## src/rtl/res_pack_if.sv

```systemverilog
// -----------------------------------------------------------------------------
// res_pack_if -- bus bundle between the result packer and its environment.
//
// Optional feature macro: RES_PACK_THR_EN (adds the thr threshold input).
//
// Signals:
//   start     env -> dut  single-cycle pack request
//   res_rd    dut -> env  result-memory read strobe
//   res_addr  dut -> env  result-memory pixel address (row*128+col)
//   res_di    env -> dut  result-memory data, valid one cycle after res_rd
//   pk_wr     dut -> env  packed-word write strobe
//   pk_addr   dut -> env  packed-word address
//   pk_do     dut -> env  packed word, bit 15 = lowest pixel address
//   fg_cnt    dut -> env  foreground pixel count, valid while done is high
//   done      dut -> env  one-cycle completion pulse
//   thr       env -> dut  foreground threshold (RES_PACK_THR_EN only)
//
// Handshake: res_rd is a fire-and-forget strobe; the memory must return
// res_di exactly one cycle later with no back-pressure. pk_wr is likewise
// a one-cycle strobe that the packed-word store must accept unconditionally.
// -----------------------------------------------------------------------------
interface res_pack_if;
   logic        start;
   logic        res_rd;
   logic [13:0] res_addr;
   logic [7:0]  res_di;
   logic        pk_wr;
   logic [9:0]  pk_addr;
   logic [15:0] pk_do;
   logic [14:0] fg_cnt;
   logic        done;
`ifdef RES_PACK_THR_EN
   logic [7:0]  thr;

   modport master (
      input  start, res_di, thr,
      output res_rd, res_addr, pk_wr, pk_addr, pk_do, fg_cnt, done
   );
   modport slave (
      output start, res_di, thr,
      input  res_rd, res_addr, pk_wr, pk_addr, pk_do, fg_cnt, done
   );
`else
   modport master (
      input  start, res_di,
      output res_rd, res_addr, pk_wr, pk_addr, pk_do, fg_cnt, done
   );
   modport slave (
      output start, res_di,
      input  res_rd, res_addr, pk_wr, pk_addr, pk_do, fg_cnt, done
   );
`endif
endinterface

```

## src/rtl/res_pack.sv

```systemverilog
// -----------------------------------------------------------------------------
// res_pack -- reads a 128x128 byte result image and packs it into 1024
// 16-bit foreground bitmap words, counting foreground pixels on the way.
//
// Optional feature macro: RES_PACK_THR_EN. When defined, foreground means
// res_di > thr (thr captured when start is accepted); otherwise foreground
// means res_di != 0.
//
// Ports:
//   clk          in   sole clock, rising edge
//   reset        in   asynchronous active-high reset
//   bus          res_pack_if.master (start, memory read port, packed write
//                port, fg_cnt, done, optional thr)
//   dbg_state_o  out  current FSM state (IDLE=0, READ=1, DRAIN=2, FIN=3)
//
// Timing (cycle 1 = first cycle after the start-accepting edge):
//   cycle c in 1..16384 : res_rd=1, res_addr=c-1
//   end of cycle c+1    : pixel c-1 shifted into the pack register
//   cycle 16w+18        : pk_wr with word w
//   cycle 16387         : done (FIN)
// -----------------------------------------------------------------------------
module res_pack (
   input  logic              clk,
   input  logic              reset,
   res_pack_if.master        bus,
   output logic [1:0]        dbg_state_o
);

   typedef enum logic [1:0] {
      IDLE  = 2'd0,
      READ  = 2'd1,
      DRAIN = 2'd2,
      FIN   = 2'd3
   } state_t;

   state_t      state_q;
   logic        res_rd_q;
   logic [13:0] res_addr_q;
   logic        smp_vld_q;   // res_di carries a requested pixel this cycle
   logic [15:0] shift_q;
   logic [3:0]  bit_cnt_q;
   logic [9:0]  word_q;
   logic        pk_wr_q;
   logic [9:0]  pk_addr_q;
   logic [15:0] pk_do_q;
   logic [14:0] fg_cnt_q;
   logic        done_q;
   logic        pix_fg;
   logic [15:0] shift_d;

`ifdef RES_PACK_THR_EN
   logic [7:0]  thr_q;
   assign pix_fg = (bus.res_di > thr_q);
`else
   assign pix_fg = (bus.res_di != 8'd0);
`endif

   // Newest pixel enters at bit 0, so after 16 shifts the oldest (lowest
   // address) pixel sits in bit 15.
   assign shift_d = {shift_q[14:0], pix_fg};

   always_ff @(posedge clk or posedge reset) begin
      if (reset) begin
         state_q    <= IDLE;
         res_rd_q   <= 1'b0;
         res_addr_q <= 14'd0;
         smp_vld_q  <= 1'b0;
         shift_q    <= 16'd0;
         bit_cnt_q  <= 4'd0;
         word_q     <= 10'd0;
         pk_wr_q    <= 1'b0;
         pk_addr_q  <= 10'd0;
         pk_do_q    <= 16'd0;
         fg_cnt_q   <= 15'd0;
         done_q     <= 1'b0;
`ifdef RES_PACK_THR_EN
         thr_q      <= 8'd0;
`endif
      end else begin
         pk_wr_q   <= 1'b0;
         done_q    <= 1'b0;
         // Read data lags the strobe by one cycle.
         smp_vld_q <= res_rd_q;

         if (smp_vld_q) begin
            shift_q   <= shift_d;
            bit_cnt_q <= bit_cnt_q + 4'd1;
            fg_cnt_q  <= fg_cnt_q + {14'd0, pix_fg};
            if (bit_cnt_q == 4'd15) begin
               pk_wr_q   <= 1'b1;
               pk_addr_q <= word_q;
               pk_do_q   <= shift_d;
               word_q    <= word_q + 10'd1;
            end
         end

         case (state_q)
            IDLE: begin
               if (bus.start) begin
                  state_q    <= READ;
                  res_rd_q   <= 1'b1;
                  res_addr_q <= 14'd0;
                  fg_cnt_q   <= 15'd0;
                  shift_q    <= 16'd0;
                  bit_cnt_q  <= 4'd0;
                  word_q     <= 10'd0;
`ifdef RES_PACK_THR_EN
                  thr_q      <= bus.thr;
`endif
               end
            end
            READ: begin
               if (res_addr_q == 14'd16383) begin
                  state_q    <= DRAIN;
                  res_rd_q   <= 1'b0;
                  res_addr_q <= 14'd0;
               end else begin
                  res_addr_q <= res_addr_q + 14'd1;
               end
            end
            DRAIN: begin
               // The final word is on the write port this cycle.
               if (pk_wr_q && (pk_addr_q == 10'd1023)) begin
                  state_q <= FIN;
                  done_q  <= 1'b1;
               end
            end
            FIN: begin
               state_q <= IDLE;
            end
            default: begin
               state_q <= IDLE;
            end
         endcase
      end
   end

   assign bus.res_rd   = res_rd_q;
   assign bus.res_addr = res_addr_q;
   assign bus.pk_wr    = pk_wr_q;
   assign bus.pk_addr  = pk_addr_q;
   assign bus.pk_do    = pk_do_q;
   assign bus.fg_cnt   = fg_cnt_q;
   assign bus.done     = done_q;
   assign dbg_state_o  = state_q;

endmodule
```

## src/flat_wrapper.sv

```systemverilog
// flat-port wrapper written by rule: the top's interface ports become plain ports
module res_pack_flat 
  (clk, reset, dbg_state_o, bus_start, bus_res_di, bus_res_rd, bus_res_addr, bus_pk_wr, bus_pk_addr, bus_pk_do, bus_fg_cnt, bus_done);
  res_pack_if bus_i ();
  input  logic clk;
  input  logic reset;
  output logic [1:0] dbg_state_o;
  input wire logic [$bits(bus_i.start)-1:0] bus_start;
  input wire logic [$bits(bus_i.res_di)-1:0] bus_res_di;
  output wire logic [$bits(bus_i.res_rd)-1:0] bus_res_rd;
  output wire logic [$bits(bus_i.res_addr)-1:0] bus_res_addr;
  output wire logic [$bits(bus_i.pk_wr)-1:0] bus_pk_wr;
  output wire logic [$bits(bus_i.pk_addr)-1:0] bus_pk_addr;
  output wire logic [$bits(bus_i.pk_do)-1:0] bus_pk_do;
  output wire logic [$bits(bus_i.fg_cnt)-1:0] bus_fg_cnt;
  output wire logic [$bits(bus_i.done)-1:0] bus_done;
  assign bus_i.start = bus_start;
  assign bus_i.res_di = bus_res_di;
  assign bus_res_rd = bus_i.res_rd;
  assign bus_res_addr = bus_i.res_addr;
  assign bus_pk_wr = bus_i.pk_wr;
  assign bus_pk_addr = bus_i.pk_addr;
  assign bus_pk_do = bus_i.pk_do;
  assign bus_fg_cnt = bus_i.fg_cnt;
  assign bus_done = bus_i.done;
  res_pack u_core (.clk(clk), .reset(reset), .bus(bus_i), .dbg_state_o(dbg_state_o));
endmodule
```

## config.mk

```make
export PLATFORM = sky130hd
export DESIGN_NAME = res_pack_flat
export DESIGN_NICKNAME = d
export VERILOG_FILES = /design/src/rtl/res_pack_if.sv /design/src/rtl/res_pack.sv /design/src/flat_wrapper.sv
export SDC_FILE = /design/constraint.sdc
export NUM_CORES = 1
export LEC_CHECK = 0
export CELL_PAD_IN_SITES_DETAIL_PLACEMENT = 0
export CELL_PAD_IN_SITES_GLOBAL_PLACEMENT = 2
export CORE_UTILIZATION = 33
export CTS_CLUSTER_DIAMETER = 120
export DETAILED_ROUTE_END_ITERATION = 10
export PLACE_DENSITY = 0.79
export SETUP_SLACK_MARGIN = 0.15
export SLEW_MARGIN = 15
export SYNTH_ARGS = -nofsm -noshare
export SYNTH_HDL_FRONTEND = slang
export SYNTH_SLANG_ARGS = --single-unit
export TNS_END_PERCENT = 1
```

## constraint.sdc

```tcl
create_clock -name clk -period 4 [get_ports clk]
set_input_delay 0.8 -clock clk [delete_from_list [all_inputs] [get_ports clk]]
set_output_delay 0.8 -clock clk [all_outputs]
set_load 0.005 [all_outputs]
```

# Yosys cells after proc, flatten, opt, wreduce, memory -nomap -nowiden
# Cells that the tools add are included.
# op_classes
mux	27
add_sub_neg	4
reduce_logical	8
eq_ne	9
# op_table
operator	count
16-bit 2-to-1 mux	3
15-bit 2-to-1 mux	3
10-bit 2-to-1 mux	4
14-bit 2-to-1 mux	2
14-bit one-hot mux with 2 select lines	1
15-bit by 1-bit adder with 15-bit output	1
14-bit by 1-bit adder with 14-bit output (second input constant)	1
14-bit == test (second input constant)	1
4-bit 2-to-1 mux	3
10-bit by 1-bit adder with 10-bit output (second input constant)	1
10-bit == test (second input constant)	1
2-bit one-hot mux with 4 select lines	1
8-bit nonzero test	1
1-bit 2-to-1 mux	6
2-bit 2-to-1 mux	3
3-bit AND reduction	2
4-bit by 1-bit adder with 4-bit output (second input constant)	1
2-bit == test (second input constant)	2
4-bit == test (second input constant)	1
2-bit by 1-bit inequality test with 1-bit output (second input constant)	2
2-bit AND reduction	2
2-bit by 1-bit == test with 1-bit output (second input constant)	1
2-bit logical NOT	1
2-bit inequality test (second input constant)	1
other kinds (3)	3
# word_totals
out_inout_bits	60
word_cells	60
regBits	91
inputBits	11

# Logic depth before layout (Yosys ltp)
# Gate-level depths: netlist of the first run.
# depth
ltp_word	5
depth_mapped	8
mapped_depth_nobuf	8

# Least setup slack after synthesis of the first run
# No wires, ideal clock.
# synth_path
path_kind	in2reg
from	input bus_res_di[7]
to	register u_core.fg_cnt_q[10] (netlist: u_core.bus.fg_cnt[10])
t_arrival_ns	2.246
slack_ns	1.622
cell_stages	8
setup_ns	0.132
path_buffers	0
required_ns	3.868
cell_sequence	or4_1 nor2_1 inv_1 ha_1 ha_1 nand4_1 xnor2_1 nor2_1
# synth_between
elab_chain_len	5
# synth_rtl
item	line_no	text
start: declaration	flat_wrapper.sv:9	input wire logic [$bits(bus_i.res_di)-1:0] bus_res_di;
8-bit nonzero test *	res_pack.sv:55	assign pix_fg = (bus.res_di != 8'd0);
via u_core.pix_fg	res_pack.sv:48	logic pix_fg;
15-bit by 1-bit adder with 15-bit output *	res_pack.sv:88	fg_cnt_q <= fg_cnt_q + {14'd0, pix_fg};
15-bit 2-to-1 mux *	res_pack.sv:85	if (smp_vld_q) begin
15-bit 2-to-1 mux	res_pack.sv:99	if (bus.start) begin
15-bit 2-to-1 mux *	res_pack.sv:97	case (state_q)
end signal: assignment	res_pack.sv:88	
end: declaration	res_pack.sv:46	logic [14:0] fg_cnt_q;
# The timed path passes the listed nets; every way through them passes the cells marked *.
# A chain may end at the register's enable or synchronous reset.

# Final worst setup path of the first run
# layout_path
from	input bus_res_di[7]
to	register u_core.fg_cnt_q[14] (netlist: u_core.bus.fg_cnt[14])
# The elaborated chain is that of the path after synthesis.

==> results of run 1 <==
sequential cells by signal, indices dropped and copies added (netlist names):
| name | flops |
|---|---|
| u_core.bit_cnt_q | 4 |
| u_core.bus.done | 1 |
| u_core.bus.fg_cnt | 15 |
| u_core.bus.pk_addr | 10 |
| u_core.bus.pk_do | 16 |
| u_core.bus.pk_wr | 1 |
| u_core.bus.res_addr | 14 |
| u_core.bus.res_rd | 1 |
| u_core.dbg_state_o | 2 |
| u_core.shift_q | 15 |
| u_core.smp_vld_q | 1 |
| u_core.word_q | 10 |
cells by family after synthesis:
| logic type | after synthesis | synth area share |
|---|---|---|
| buffers and inverters | 27 | 0.0276 |
| AO/OA/AOI/OAI | 33 | 0.0493 |
| multiplexers | 20 | 0.0502 |
| adder cells (fa/ha/maj) | 8 | 0.0248 |
| XOR/XNOR | 25 | 0.0543 |
| flip-flops | 90 | 0.558 |
| AND/OR/NAND/NOR | 207 | 0.235 |
worst reg2reg max path, stage by stage (launching register included):
cell	delay, ns
dfrtp_1	0.32
buf_4	0.35
nand4_1	0.13
buf_4	0.27
inv_1	0.31
buf_4	0.32
nand4_1	0.15
or3_1	0.32
a21oi_1	0.15
final cells by class:
| class | count | area share |
|---|---|---|
| inverters | 9 | 0.00677 |
| repair buffers | 77 | 0.146 |
| clock inverters | 7 | 0.0102 |
| well taps | 147 | 0.0356 |
| multi-input cells | 293 | 0.323 |
| clock buffers | 9 | 0.0435 |
| flip-flops and latches | 90 | 0.435 |
metrics by stage:
| stage | std cells | setup slack, ns | total power, mW | area [um^2] |
|---|---|---|---|---|
| global route | 632 | 1.24 | 2.06 | 5170 |
| CTS | 632 | 1.39 | 1.99 | 5170 |
| finish | 632 | 1.41 | 1.96 | 5170 |
| global placement | 616 | 1.09 | 1.18 | 4890 |
| floorplan | 410 | 0.865 | 1.08 | 4030 |
| detailed placement | 616 | 1.03 | 1.19 | 4890 |
worst min-delay path by stage:
stage                            to  slack [ns]  cells after the start
2_1_floorplan      u_core.smp_vld_q        0.40                      0
3_3_place_gp   u_core.bus.pk_do[14]        0.46                      2
3_5_place_dp   u_core.bus.pk_do[14]        0.46                      2
4_1_cts         u_core.bus.pk_do[7]        0.48                      2
5_1_grt            u_core.smp_vld_q        0.49                      0
6_report           u_core.smp_vld_q        0.45                      0
cells in the mapped netlist, types with 3 or more instances:
master / number / area [um^2]
nand2_1: 95 / 357
dfrtp_1: 90 / 2250
nor2_1: 47 / 176
mux2i_1: 18 / 180
nand4_1: 18 / 113
o21ai_0: 15 / 75.1
xor2_1: 13 / 114
xnor2_1: 12 / 105
a21oi_1: 11 / 55.1
clkbuf_1: 11 / 41.3
or3_1: 10 / 62.6
inv_1: 9 / 33.8
nand3_1: 9 / 45.0
ha_1: 8 / 100
nor4_1: 7 / 43.8
buf_1: 4 / 15.0
nor3_1: 4 / 20.0
and2_1: 3 / 18.8
and4_1: 3 / 26.3
placed cells by master, fill, tap and decap left out, types with 2 or more instances in the layout:
cell type and instances:
dfrtp_1 90, nand4_1 18, clkinv_2 3, ha_1 8
a21oi_1 11, mux2i_1 18, or4_1 2, nand3_1 9
nor2_1 47, and4_1 3, inv_6 2, or3_1 10
o21ai_0 15, nor3_1 4, inv_1 8, clkinv_4 2
xnor2_1 12, and2_1 3, buf_4 7, nor4_1 7
clkdlybuf4s50_1 70, and3_1 2, nor2b_1 2, nand2_1 95
clkbuf_16 9, xor2_1 13
power breakdown:
group          total (mW)  switching [mW]  internal [mW]
Sequential          0.997          0.0519          0.945
Combinational       0.167          0.0709         0.0964
Clock               0.792           0.366          0.425
Total                1.96           0.489           1.47
per-layer routing:
metal | routed length [um] | up-vias | GRT usage | part of all wire
met1 | 4270 | 1525 | 0.206 | 0.49
met3 | 314 | 10 | 0.0302 | 0.036
met2 | 3960 | 51 | 0.226 | 0.46
li1 | - | 1525 | - | -
met5 | 0 | - | 0 | 0
met4 | 149 | 0 | 0.0667 | 0.017
==> results.md, run 1 <==
- The global-route usage over all layers is 0.149.
- The placeable core area is 0.0120 mm^2.
- Synthesis inferred 90 register bits.
- The static leakage power is roughly 2.3 nW.
- In the synthesized netlist the async set-or-reset flop fraction comes to 1.00.
- In this design, the critical path's most frequently occurring cell is ha_1.
- The number of buffers and inverters on the critical path is 2.
- The proportion of layout cells with a drive suffix above 1 is 0.0619.
- The worst-case clock skew is 0.00478 ns.
- The critical-path cell with the highest stage delay is or4_1.
- The sum of net half-perimeters after detailed placement is 5810 um.
- Setup repair after global routing left no endpoint under its margin.
- At the worst endpoint, the required time is 4.26 ns.
- The critical path depth in cells is 9.
- The actual transition at the worst max-transition pin is 0.666 ns.
- In the final layout, the multi-input gates occupy between 0.0015 and 0.002 mm^2.
- The library cell used as clock root buffer is clkbuf_16.
- The net total in the final layout is about 500.
- Registers take approximately 0.0023 mm^2.
- The maximum VDD drop is 0.192 mV.
- The worst register-to-register path ends at u_core.word_q[9].
- Grouping stages by cell kind, the critical path spends the most delay in simple AND/OR/NAND/NOR gates.
- The number of buffers inserted by hold repair at cts is 0.
- The count of input and output buffers is 70.
- The power density over the cells is between 300 and 400 mW/mm^2.
- The worst setup path is launched from a primary input.
- Synthesis produced a netlist whose cell count is 410.
- The number of warnings issued by yosys is 0.
- The max-slew violation count was 0.
- The H-tree depth is 3.
- At the end of routability-driven placement, the weighted congestion stood at 0.731.
- In the routed design, unresolved DRC markers number 0.
- The run finished with clean final reports.
- The first-pass iteration count of the detailed router is 6.
- From synthesis to final layout, the design area changed by 28.2%.
- The number of CTS-inserted buffers is 9.
- The total number of placement rows is 40.
- The number of vias in the routed layout is 3111.
- The mean area per synthesized cell is 9.84 um^2.
- Max-cap violations in this run came to 0.
- The initial core utilization is 0.337.
- On the worst path, the slowest cell contributes a delay of a little over 0.5 ns.
- The die is 113 um tall.
- The worst setup path category is in -> reg.
- Entering global routing, the biggest net connects 45 pins.
- The worst reg-to-reg setup slack is 1.60 ns.
- The count of unique library cells instantiated by Yosys is 38.
- Following the worst setup path forward leads to its endpoint at u_core.bus.fg_cnt[14].
- Using the TritonRoute via totals, the vias-per-cell ratio works out to between 4 and 5.
- The number of routed nets with antenna violations is 0.
- For the worst flop-to-flop path, the logic depth is 8.
- TritonCTS built the clock tree.
- The sink count of the clock tree is 90.
- Tracing the worst setup path back leads to its startpoint at bus_res_di[7].
- In this run the deepest clock path goes through 2 buffers.
- The share of the clock period used by the worst path is 0.648.
- The x dimension of the die is between 100 and 150 um.
- The wire length of the first global-routing pass is 15000 um.
- The time the final worst path needs with I/O delays and setup is about 2.6 ns.
- In this run the worst hold path is classified as reg -> reg.
- Dividing the detail-routed wire length by the instance count gives 13.8 um.
- The number of nets in the synthesized netlist is between 400 and 500.
- The critical path goes through clkdlybuf4s50_1 -> or4_1 -> nor2_1 -> inv_1 -> ha_1 -> ha_1 -> nand4_1 -> o21ai_0 -> a21oi_1.
- The smallest hold slack is 0.454 ns.
- Based on the critical path, the design can be clocked at up to 0.386 GHz.
- In the final timing run, aggregate negative setup slack is 0 ns.
- The kind of end point of the critical path is a register.
- After clock tree synthesis, the setup repair step added 0 buffers.
- The sequential element share of the synthesized area is 0.558.
- The floorplan step defined a die boundary enclosing 0.0127 mm^2.
- The final-report hold violation count came to 0.
- The maximum fanout along the worst path is 5.
- The number of antenna violations at the first check in global routing is 0.
- The share of the core filled with cells in the final layout is 0.432.
- Setup violations remaining at the end of the flow were counted as 0.
- The DRC marker count from the first detailed-route iteration is 126.
- The worst-case headroom to the max-slew limit is 0.555.
- The later pin in the worst-skew pair is clocked with a latency of 0.33 ns.
- Wires add up to about 8700 um.
- The arrival time of data at the critical path endpoint is 2.85 ns.
- The origin of the worst min-delay path is u_core.bus.res_rd.
- The clock-pin transition on the worst setup and hold timing paths is 0.07 ns.
- After filler insertion, the fill cell instance count of the layout stands at approximately 1200.
- The final antenna diode count is 0.
- The via count of the first global-routing pass is 3010.
- The synthesized cell area is 0.00403 mm^2.
- roughly 70 I/O pins were placed.
- The count of flip-flops with a built-in enable after synthesis is 0.
- The most used flip-flop cell after synthesis is dfrtp_1.
- Summed over all layers, the global routing overflow is 0.
- In this run, post-CTS repair resized a total of 0 instances.
- The worst register-to-register path begins at u_core.smp_vld_q.
Note: power is estimated with default switching activity, not from simulation.
==> run 2, diff against run 1 <==
CORE_UTILIZATION = 30   (was 33)
PLACE_DENSITY = 0.75   (was 0.79)
clock period = 2.35 ns   (was 4 ns; I/O delays follow)
==> results.md, run 2 (synthesized netlist as in run 1, its figures left out) <==
- Outcome: complete, no violations (unchanged).
- The proportion of layout cells with a drive suffix above 1 is 0.0739 (was 0.0619).
- The initial core utilization was 0.313 (was 0.337).
- The number of vias in the routed layout is 3072 (was 3111).
- The delay of the slowest cell on the worst path came to 0.54 ns (was 0.51 ns).
- The net total in the final layout is 502 (was 499).
- The final antenna diode count is 0 (unchanged).
- The most frequent cell on the critical path was ha_4 (was ha_1).
- The number of setup violations in the final report came to 0 (unchanged).
- The via density per instance came to 4.66 (was 4.92).
- The share of the core filled with cells in the final layout is 0.412 (was 0.432).
- The critical path's top delay family is simple AND/OR/NAND/NOR gates (unchanged).
- The total power is 3.43 mW (was 1.96 mW).
- The required arrival time at the worst endpoint was 2.56 ns (was 4.26 ns).
- The number of buffers and inverters on the critical path came to 2 (unchanged).
- The number of instances in the placed design came to 644 (was 616).
- The sink count of the clock tree came to 90 (unchanged).
- The clock latency reported for the late side of the worst-skew pair is 0.34 ns (was 0.33 ns).
- The non-filler instance count after layout is 659 (was 632).
- The number of buffers inserted by hold repair at cts is 0 (unchanged).
- The die area was 0.0139 mm^2 (was 0.0127 mm^2).
- The arrival time of data at the critical path endpoint is 2.34 ns (was 2.85 ns).
- The flip-flop count of the largest register after layout is 16 (unchanged).
- The DRC marker count from the first detailed-route iteration is 133 (was 126).
- The clock tree from TritonCTS is yes (unchanged).
- The number of routed nets with antenna violations is 0 (unchanged).
- The power density over the cells is 647 mW/mm^2 (was 378 mW/mm^2).
- The maximum VDD drop is 0.260 mV (was 0.192 mV).
- The largest buffer count on any clock path is 2 (unchanged).
- The placeable core area is 0.0129 mm^2 (was 0.0120 mm^2).
- The count of input and output buffers is 70 (unchanged).
- The worst reg2reg path depth is 5 (was 8).
- The wire length of the first global-routing pass is 15500 um (was 15000 um).
- Unrepaired setup endpoints after global routing: no (unchanged).
- Commonest non-fill, non-tap cells in the layout: nand2_1 (95), dfrtp_1 (90), clkdlybuf4s50_1 (69) (was nand2_1 (95), dfrtp_1 (90), clkdlybuf4s50_1 (70)).
- The kind of end point of the critical path is a register (unchanged).
- The highest achievable clock rate is 0.471 GHz.
- The final-report hold violation count is 0 (unchanged).
- The number of CTS-inserted buffers is 9 (unchanged).
- The time the final worst path needs with I/O delays and setup is 2.12 ns.
- The worst setup path category is in -> reg (unchanged).
- The number of antenna violations at the first check in global routing is 0 (unchanged).
- The number of I/O pins is 71 (unchanged).
- The actual transition at the worst max-transition pin was 0.506 ns (was 0.666 ns).
- The setup TNS came to 0 ns (unchanged).
- The critical-path cell with the highest stage delay was or4_4 (was or4_1).
- The max-slew violation count is 0 (unchanged).
- The sum of routed wire length over all layers is 8970 um (was 8700 um).
- The weighted congestion at the end of routability-driven global placement was 0.750 (was 0.731).
- The via count of the first global-routing pass is 3052 (was 3010).
- The worst-case clock skew was 0.00485 ns (was 0.00478 ns).
- The die height is 118 um (was 113 um).
- The x dimension of the die is 118 um (was 113 um).
- The residual DRC count is 0 (unchanged).
- The largest net degree at the start of global routing is 91 (was 45).
- The first-pass iteration count of the detailed router is 4 (was 6).
- The most common library cell in the layout ignoring fill and taps is nand2_1 (unchanged).
- The clock-pin transition on the worst setup and hold timing paths is 0.06 ns (was 0.07 ns).
- Cell breakdown of the critical path: clkdlybuf4s50_1 -> or4_4 -> nor2_4 -> inv_2 -> ha_4 -> ha_4 -> nand4_1 -> or3_1 -> a21oi_1 (was clkdlybuf4s50_1 -> or4_1 -> nor2_1 -> inv_1 -> ha_1 -> ha_1 -> nand4_1 -> o21ai_0 -> a21oi_1).
- Of the available clock period, the critical path in the final layout requires 0.904.
- The max-capacitance violation count is 0 (unchanged).
- The kind of launch point of the worst setup path is a primary input (unchanged).
- The total congestion overflow after global routing is 0 (unchanged).
- The layout-stage area growth over the synthesis result is 31.4% (was 28.2%).
- The average wire per cell in the routed design was 13.6 um (was 13.8 um).
- The sum of net half-perimeters after detailed placement is 5870 um (was 5810 um).
- The worst-case headroom to the max-slew limit is 0.662 (was 0.555).
- The total number of placement rows is 41 (was 40).
- The H-tree depth was 3 (unchanged).
- The global-route usage over all layers came to 0.139 (was 0.149).
- The hold-critical path depth is 0 (unchanged).
- The static leakage power is 2.32 nW (was 2.29 nW).
- The path type of the worst min-delay path is reg -> reg (unchanged).
- The maximum fanout along the worst path came to 5 (unchanged).
- The critical path depth in cells is 9 (unchanged).
- The library cell used as clock root buffer is clkbuf_16 (unchanged).
- The number of filler instances in the final layout came to 1288 (was 1172).
==> run 2: cell types whose count changed in the layout (fill, tap and decap cells not counted), moves of 2 or more <==
cell	before	now
ha_1	8	6
or4_1	2	0
or4_4	1	3
buf_12	0	2
clkinv_4	2	0
ha_4	0	2
o21ai_1	0	2
clkbuf_1	0	2
o21ai_0	15	13
inv_6	2	0
==> run 2: cell type report <==
cell class	count	area (um^2)	share of cell area
Sequential cell	90	2250	0.425
Multi-Input combinational cell	293	1710	0.323
Timing Repair Buffer	80	800	0.151
Clock buffer	12	246	0.0465
Tap cell	172	215	0.0406
Clock inverter	3	40.0	0.00755
Inverter	9	37.5	0.00708
==> run 2: layer usage <==
metal / part of all wire / GRT usage / up-vias
met2: 0.45 / 0.209 / 54
met5: 0 / 0 / -
met3: 0.031 / 0.0271 / 12
met1: 0.50 / 0.194 / 1484
li1: - / - / 1522
met4: 0.018 / 0.0625 / 0
==> run 2: where the power goes <==
group	switching [mW]	internal, mW	total [mW]
logic	0.125	0.178	0.303
clock network	0.573	0.845	1.42
registers	0.0989	1.61	1.71
total	0.797	2.63	3.43
==> run 2: worst register-to-register path, stage by stage, from the launching register on <==
cell	delay, ns
dfrtp_1	0.42
ha_1	0.27
nand4_1	0.11
or4_4	0.48
a211oi_4	0.29
mux2_1	0.34
==> run 2: metrics by stage <==
step                      cell area, um^2  hold slack [ns]  setup WS (ns)
after floorplan                      4040            0.396          0.302
after global placement               4980            0.440         -0.212
after detailed placement             4980            0.426         -0.269
after CTS                            5270            0.448          0.155
after global routing                 5300            0.462          0.147
final                                5300            0.438          0.226
==> run 2: worst paths after layout <==
kind	startpoint	end	slack, ns
worst min register to register	u_core.bus.res_rd	u_core.smp_vld_q	0.44
worst min-delay path	u_core.bus.res_rd	u_core.smp_vld_q	0.44
worst max-delay path	bus_res_di[4]	u_core.bus.fg_cnt[12]	0.23
min in group asynchronous	reset	u_core.bus.pk_do[7]	0.58
worst max register to register	u_core.bus.res_addr[0]	u_core.dbg_state_o[1]	0.32
max in group asynchronous	reset	u_core.bus.pk_addr[3]	1.35
==> run 2: timing repair <==
action	CTS	global route
resized for setup	4	8
buffers inserted	0	0
endpoints found under the setup margin	3	9
pin swaps	3	5
==> run 3, diff against run 2 <==
CAP_MARGIN = 5   (was not set)
==> results of run 3 <==
The final DEF is identical to that of run 2; final timing and power are the same.
